===== src/rtl/riscv_ctrl_pkg.sv =====
// Shared encodings for the multicycle RISC-V control unit: opcodes, FSM states and
// datapath mux selects, plus the immediate-format decode used by the controller.
package riscv_ctrl_pkg;

  typedef enum logic [6:0] {
    OpLoad   = 7'b0000011,
    OpStore  = 7'b0100011,
    OpR      = 7'b0110011,
    OpI      = 7'b0010011,
    OpBranch = 7'b1100011,
    OpJal    = 7'b1101111,
    OpJalr   = 7'b1100111,
    OpLui    = 7'b0110111,
    OpAuipc  = 7'b0010111
  } opcode_e;

  typedef enum logic [3:0] {
    StFetch, StDecode, StMemAdr, StMemRead, StMemWb, StMemWrite, StExecR, StExecI,
    StAluWb, StBranch, StJalr, StJal, StLui, StAuipc, StFault
  } state_e;

  typedef enum logic [2:0] {ImmI = 3'b000, ImmS, ImmB, ImmJ, ImmU} imm_src_e;
  typedef enum logic [1:0] {SrcAPc = 2'b00, SrcAOldPc, SrcARs1, SrcAZero} alu_src_a_e;
  typedef enum logic [1:0] {SrcBRs2 = 2'b00, SrcBImm, SrcBFour} alu_src_b_e;
  // ResAluOut is the registered ALU result, ResAluResult the live ALU output.
  typedef enum logic [1:0] {ResAluOut = 2'b00, ResData, ResAluResult} result_src_e;
  typedef enum logic [1:0] {AluAdd = 2'b00, AluSub, AluFunct} alu_op_e;

  localparam logic [2:0] F3Beq  = 3'b000;
  localparam logic [2:0] F3Bne  = 3'b001;
  localparam logic [2:0] F3Blt  = 3'b100;
  localparam logic [2:0] F3Bge  = 3'b101;
  localparam logic [2:0] F3Bltu = 3'b110;
  localparam logic [2:0] F3Bgeu = 3'b111;

  function automatic imm_src_e imm_src_of(logic [6:0] op);
    case (op)
      OpStore:        return ImmS;
      OpBranch:       return ImmB;
      OpJal:          return ImmJ;
      OpLui, OpAuipc: return ImmU;
      default:        return ImmI;
    endcase
  endfunction

endpackage


===== src/rtl/branch_cond.sv =====
// Branch condition evaluation from funct3 and the ALU comparison flags.
module branch_cond
  import riscv_ctrl_pkg::*;
(
  input  logic [2:0] funct3_i,
  input  logic       zero_i,
  input  logic       lt_i,
  input  logic       ltu_i,
  output logic       taken_o,
  output logic       illegal_o
);

  always_comb begin
    taken_o   = 1'b0;
    illegal_o = 1'b0;
    case (funct3_i)
      F3Beq:   taken_o = zero_i;
      F3Bne:   taken_o = ~zero_i;
      F3Blt:   taken_o = lt_i;
      F3Bge:   taken_o = ~lt_i;
      F3Bltu:  taken_o = ltu_i;
      F3Bgeu:  taken_o = ~ltu_i;
      default: illegal_o = 1'b1;
    endcase
  end

endmodule


===== src/rtl/multicycle_control.sv =====
// Multicycle RISC-V main controller: FSM sequencing fetch/decode/execute with memory
// wait timeout, sticky fault state and per-instruction retire pulse.
module multicycle_control
  import riscv_ctrl_pkg::*;
#(
  parameter int unsigned TIMEOUT_CYC = 255,
  parameter bit          ENABLE_U    = 1'b1
) (
  input  logic       clk_i,
  input  logic       rst_i,
  input  logic [6:0] opcode_i,
  input  logic [2:0] funct3_i,
  input  logic       zero_i,
  input  logic       lt_i,
  input  logic       ltu_i,
  input  logic       mem_ready_i,
  output logic       PCWrite_o,
  output logic       AdrSrc_o,
  output logic       MemReq_o,
  output logic       MemWrite_o,
  output logic       IRWrite_o,
  output logic       RegWrite_o,
  output logic       retire_o,
  output logic       illegal_o,
  output logic       timeout_o,
  output logic [1:0] ResultSrc_o,
  output logic [1:0] ALUSrcA_o,
  output logic [1:0] ALUSrcB_o,
  output logic [1:0] ALUOp_o,
  output logic [2:0] ImmSrc_o,
  output logic [3:0] state_o
);

  localparam int unsigned CntW = (TIMEOUT_CYC < 2) ? 1 : $clog2(TIMEOUT_CYC + 1);
  localparam logic [CntW-1:0] CntLast = CntW'(TIMEOUT_CYC - 1);

  state_e          state_q, state_d;
  logic [CntW-1:0] cnt_q, cnt_d;
  logic            illegal_q, illegal_d, timeout_q, timeout_d, post_rst_q;
  logic            pc_write, ir_write, reg_write, mem_write, retire;
  logic            wait_st, mem_rdy, expire, br_taken, br_illegal;

  branch_cond u_branch_cond (
    .funct3_i  (funct3_i),
    .zero_i    (zero_i),
    .lt_i      (lt_i),
    .ltu_i     (ltu_i),
    .taken_o   (br_taken),
    .illegal_o (br_illegal)
  );

  // The first cycle after reset ignores mem_ready so no strobe can fire in it.
  assign wait_st = (state_q == StFetch) || (state_q == StMemRead) || (state_q == StMemWrite);
  assign mem_rdy = mem_ready_i & ~post_rst_q;
  assign expire  = wait_st & ~mem_rdy & ~post_rst_q & (cnt_q == CntLast);
  assign cnt_d   = (!wait_st || mem_rdy || post_rst_q) ? '0 : cnt_q + CntW'(1);

  always_ff @(posedge clk_i) begin
    if (rst_i) begin
      state_q    <= StFetch;
      cnt_q      <= '0;
      illegal_q  <= 1'b0;
      timeout_q  <= 1'b0;
      post_rst_q <= 1'b1;
    end else begin
      state_q    <= state_d;
      cnt_q      <= cnt_d;
      illegal_q  <= illegal_d;
      timeout_q  <= timeout_d;
      post_rst_q <= 1'b0;
    end
  end

  always_comb begin
    state_d     = state_q;
    illegal_d   = illegal_q;
    timeout_d   = timeout_q;
    pc_write    = 1'b0;
    ir_write    = 1'b0;
    reg_write   = 1'b0;
    mem_write   = 1'b0;
    retire      = 1'b0;
    MemReq_o    = 1'b0;
    AdrSrc_o    = 1'b0;
    ALUSrcA_o   = SrcAPc;
    ALUSrcB_o   = SrcBRs2;
    ALUOp_o     = AluAdd;
    ResultSrc_o = ResAluOut;
    unique case (state_q)
      StFetch: begin
        MemReq_o    = 1'b1;
        ALUSrcB_o   = SrcBFour;
        ResultSrc_o = ResAluResult;
        if (mem_rdy) begin
          ir_write = 1'b1;
          pc_write = 1'b1;
          state_d  = StDecode;
        end else if (expire) begin
          timeout_d = 1'b1;
          state_d   = StFault;
        end
      end
      StDecode: begin
        ALUSrcA_o = SrcAOldPc;
        ALUSrcB_o = SrcBImm;
        case (opcode_i)
          OpLoad, OpStore: state_d = StMemAdr;
          OpR:             state_d = StExecR;
          OpI:             state_d = StExecI;
          OpBranch:        state_d = StBranch;
          OpJal:           state_d = StJal;
          OpJalr:          state_d = StJalr;
          OpLui:           state_d = ENABLE_U ? StLui : StFault;
          OpAuipc:         state_d = ENABLE_U ? StAuipc : StFault;
          default:         state_d = StFault;
        endcase
        if (state_d == StFault) illegal_d = 1'b1;
      end
      StMemAdr: begin
        ALUSrcA_o = SrcARs1;
        ALUSrcB_o = SrcBImm;
        state_d   = (opcode_i == OpStore) ? StMemWrite : StMemRead;
      end
      StMemRead: begin
        MemReq_o = 1'b1;
        AdrSrc_o = 1'b1;
        if (mem_rdy) begin
          state_d = StMemWb;
        end else if (expire) begin
          timeout_d = 1'b1;
          state_d   = StFault;
        end
      end
      StMemWb: begin
        ResultSrc_o = ResData;
        reg_write   = 1'b1;
        retire      = 1'b1;
        state_d     = StFetch;
      end
      StMemWrite: begin
        MemReq_o  = 1'b1;
        AdrSrc_o  = 1'b1;
        mem_write = ~expire;
        if (mem_rdy) begin
          retire  = 1'b1;
          state_d = StFetch;
        end else if (expire) begin
          timeout_d = 1'b1;
          state_d   = StFault;
        end
      end
      StExecR: begin
        ALUSrcA_o = SrcARs1;
        ALUOp_o   = AluFunct;
        state_d   = StAluWb;
      end
      StExecI: begin
        ALUSrcA_o = SrcARs1;
        ALUSrcB_o = SrcBImm;
        ALUOp_o   = AluFunct;
        state_d   = StAluWb;
      end
      StAluWb: begin
        reg_write = 1'b1;
        retire    = 1'b1;
        state_d   = StFetch;
      end
      StBranch: begin
        ALUSrcA_o = SrcARs1;
        ALUOp_o   = AluSub;
        if (br_illegal) begin
          illegal_d = 1'b1;
          state_d   = StFault;
        end else begin
          pc_write = br_taken;
          retire   = 1'b1;
          state_d  = StFetch;
        end
      end
      StJalr: begin
        ALUSrcA_o = SrcARs1;
        ALUSrcB_o = SrcBImm;
        state_d   = StJal;
      end
      StJal: begin
        ALUSrcA_o = SrcAOldPc;
        ALUSrcB_o = SrcBFour;
        pc_write  = 1'b1;
        state_d   = StAluWb;
      end
      StLui: begin
        ALUSrcA_o = SrcAZero;
        ALUSrcB_o = SrcBImm;
        state_d   = StAluWb;
      end
      StAuipc: begin
        ALUSrcA_o = SrcAOldPc;
        ALUSrcB_o = SrcBImm;
        state_d   = StAluWb;
      end
      StFault: state_d = StFault;
      default: state_d = StFault;
    endcase
  end

  assign PCWrite_o  = pc_write & ~rst_i & ~post_rst_q;
  assign IRWrite_o  = ir_write & ~rst_i & ~post_rst_q;
  assign RegWrite_o = reg_write & ~rst_i & ~post_rst_q;
  assign MemWrite_o = mem_write & ~rst_i & ~post_rst_q;
  assign retire_o   = retire & ~rst_i & ~post_rst_q;
  assign illegal_o  = illegal_q;
  assign timeout_o  = timeout_q;
  assign ImmSrc_o   = imm_src_of(opcode_i);
  assign state_o    = state_q;

endmodule


===== config.mk =====
export PLATFORM = sky130hd
export DESIGN_NAME = multicycle_control
export DESIGN_NICKNAME = d
export VERILOG_FILES = /design/src/rtl/riscv_ctrl_pkg.sv /design/src/rtl/branch_cond.sv /design/src/rtl/multicycle_control.sv
export SDC_FILE = /design/constraint.sdc
export NUM_CORES = 1
export LEC_CHECK = 0
export CAP_MARGIN = 20
export CORE_MARGIN = 4
export CORE_UTILIZATION = 40
export DETAILED_ROUTE_END_ITERATION = 16
export GPL_TIMING_DRIVEN = 0
export PLACE_DENSITY = 0.81
export SLEW_MARGIN = 20
export SYNTH_ARGS = -nofsm -noshare
export SYNTH_HDL_FRONTEND = slang
export SYNTH_SLANG_ARGS = --single-unit

===== constraint.sdc =====
create_clock -name clk_i -period 1.4 [get_ports clk_i]
set_input_delay 0.14 -clock clk_i [delete_from_list [all_inputs] [get_ports clk_i]]
set_output_delay 0.14 -clock clk_i [all_outputs]
set_load 0.005 [all_outputs]

==> impl_metrics.env <==
export IMPL_dp_slack_ns=-0.6976
export IMPL_grt_max_degree=11
export IMPL_grt_pass1_wl_um=7638
export IMPL_end_kind="output port"
export IMPL_syn_mean_instance_area_um2=7.218
export IMPL_cts_sinks=15
export IMPL_routed_wl_um=5409
export IMPL_synthMuxAreaShare=0.01778
export IMPL_antenna_found_initial=0
export IMPL_combPwrFrac=0.770
export IMPL_drv_slew=0
export IMPL_hold_class="primary input to register"
export IMPL_setup_ws_ns=-0.4550
export IMPL_synth_compound_area_share=0.2067
export IMPL_cp_slowest_cell="dfxtp_2"
export IMPL_dr_pass1_iters=5
export IMPL_clockPowerShare=0.073
export IMPL_drc=0
export IMPL_slew_headroom=0.5655
export IMPL_clkLatencyLatePin_ns=0.30
export IMPL_clock_skew_ns=0.01761
export IMPL_syn2layout_area_growth_pct=89.89
export IMPL_synth_xor_area_frac=0.08556
export IMPL_worst_pin_slew_ns=0.6463
export IMPL_final_cell_mix="buf_4 (18), buf_2 (16), buf_6 (16), nor2_1 (14), clkdlybuf4s50_1 (14)"
export IMPL_finalSetupViolCount=28
export IMPL_clk_pin_slew_ns=0.11
export IMPL_clk_path_buf_depth=2
export IMPL_synth_fa_ha_area_frac=0.02222
export IMPL_ys_warnings_count=0
export IMPL_overflow=0
export IMPL_rows=18
export IMPL_violations="setup timing"
export IMPL_hold_slack_ns=0.2399
export IMPL_dp_hpwl_um=2707
export IMPL_yosysTopAreaCellShare=0.2667
export IMPL_num_nets_final=248
export IMPL_via_per_inst=6.232
export IMPL_dieArea_um2=3728
export IMPL_grt_use_total=0.2749
export IMPL_initial_core_util=0.4348
export IMPL_synth_area_leaders="dfxtp_1 (27%), nor2_1 (7.3%), xor2_1 (5.4%)"
export IMPL_powerDensity_nw_per_um2=1730
export IMPL_die_h_um=61.06
export IMPL_synth_top_area_cell="dfxtp_1"
export IMPL_finalCritPeriodShare=1.325
export IMPL_synth_ff_type="dfxtp_1"
export IMPL_p_sw_uw=1606
export IMPL_gp_congestion=0.8854
export IMPL_worstSetupStartpointType="register"
export IMPL_yosys_area_share_simple=0.3389
export IMPL_p_int_uw=2092
export IMPL_synth_top_family_by_area="simple AND/OR/NAND/NOR gates"
export IMPL_dr_total_vias=1614
export IMPL_synth_area_um2=1126
export IMPL_status="finished, violations left"
export IMPL_worst_ir_drop_vdd_mv=1.757
export IMPL_max_freq_mhz=539.1
export IMPL_yosysSeqAreaShare=0.2667
export IMPL_wl_per_cell_um=20.88
export IMPL_crit_arrival_ns=1.72
export IMPL_antenna_left=0
export IMPL_hold_viol=0
export IMPL_ys_types=45
export IMPL_crit_type="register to output port"
export IMPL_drv_cap=0
export IMPL_worst_ep_required_time_ns=1.26
export IMPL_critPathMaxStageDelay_ns=0.35
export IMPL_cp_max_fo=5
export IMPL_sequentialPowerShare=0.156
export IMPL_switching_share=0.4343
export IMPL_layout_commonest_cell="buf_4"
export IMPL_dieWidth_um=61.06
export IMPL_min_period_ns=1.855
export IMPL_p_leak_uw=0.0008723
export IMPL_portBuffers=37
export IMPL_antenna_cells=0
export IMPL_synthArstFlopShare=0
export IMPL_syn_num_nets=174
export IMPL_cts_hold_buf=0
export IMPL_drive_above_1_share=0.4934
export IMPL_cts_tree="done"
export IMPL_rsz0062_at_grt="yes"
export IMPL_htree_levels=1
export IMPL_power_uw=3698
export IMPL_fp_coreArea_um2=2590
export IMPL_cts_buffers=3
export IMPL_drtIter0Drc=192
export IMPL_synthCells=156
export IMPL_grt_pass1_vias=1554
export IMPL_ios=40
export IMPL_synth_edff_count=0
export IMPL_ys_ff_latch=15
export IMPL_worstPathCellList="buf_8 -> and2b_2 -> mux2i_4 -> nor3_4 -> nand2_2 -> and4b_1 -> buf_2"
export IMPL_cts_root_buf="clkbuf_4"
[worst max-delay path, delay by kind of cell (launching register included)]
kind	cells	cell delay, ns
buffers and inverters	2	0.26
AND/OR/NAND/NOR	4	0.58
flip-flops	1	0.35
multiplexers	1	0.22
[metrics by stage]
| step | std cells | area (um2) | TNS (ns) | utilization |
|---|---|---|---|---|
| CTS | 250 | 1974 | -3.371 | 0.7623 |
| global placement | 223 | 1564 | -10.86 | 0.6039 |
| global route | 259 | 2138 | -7.004 | 0.8256 |
| floorplan | 156 | 1156 | -0.06260 | - |
| detailed placement | 223 | 1564 | -11.79 | 0.6039 |
| finish | 259 | 2138 | -5.434 | 0.8256 |
[final cells by class]
cell class / count / area (um2)
Inverter: 6 / 38.79
Tap cell: 30 / 37.54
Fill cell: 144 / 451.7
Sequential cell: 15 / 311.5
Multi-Input combinational cell: 126 / 1028
Clock buffer: 4 / 26.28
Timing Repair Buffer: 69 / 598.1
Buffer: 9 / 97.59
[cell usage after synthesis (3+ instances only)]
master	n
nor2_1	22
dfxtp_1	15
nand2_1	13
a21oi_1	9
nand3_1	7
nor3_1	7
o21ai_0	7
xor2_1	7
nand2b_1	6
a31oi_1	5
clkbuf_1	5
inv_1	5
and3_1	4
xnor2_1	4
nor2b_1	3
[sequential cells by signal (all words and copies together) (netlist names)]
| signal | count |
|---|---|
| timeout_o | 1 |
| post_rst_q | 1 |
| state_o | 4 |
| illegal_o | 1 |
| cnt_q | 8 |
[what timing repair did]
| item | in CTS | in global routing |
|---|---|---|
| setup buffers | 28 | 11 |
| pin swaps | 21 | 13 |
| gates cloned | 0 | 0 |
| endpoints found under the setup margin | 33 | 33 |
| gates resized for setup | 139 | 32 |
[worst paths after layout]
kind	startpoint	end	slack [ns]	cells past startpoint
min reg2reg	cnt_q[0]$_SDFF_PP0_	cnt_q[0]$_SDFF_PP0_	0.48	1
max reg2reg	state_o[1]$_SDFF_PP0_	illegal_o$_SDFFE_PP0P_	-0.29	7
min	opcode_i[0]	state_o[0]$_SDFF_PP0_	0.24	3
max	state_o[0]$_SDFF_PP0_	MemWrite_o	-0.46	7
[layer usage]
layer	part of all wire	global-route usage
met1	0.37	0.3295
met2	0.51	0.4864
met3	0.085	0.04193
met4	0.038	0.1115
met5	0	0
[power by group through the flow]
stage	clock, uW	combinational [uW]	sequential [uW]
2_1_floorplan	0	853	554
6_report	272	2850	578
3_5_place_dp	0	1500	559
4_1_cts	257	2290	572
5_1_grt	287	2970	587
3_3_place_gp	0	1480	558
[cells by family (layout without fill, tap and decap cells)]
logic type,Yosys count,after routing
AO/OA/AOI/OAI,36,36
XOR/XNOR,11,11
adder cells (fa/ha/maj),2,2
buffers and inverters,15,88
flip-flops,15,15
multiplexers,2,2
AND/OR/NAND/NOR,75,75
Power figures use the tool's default switching activity.
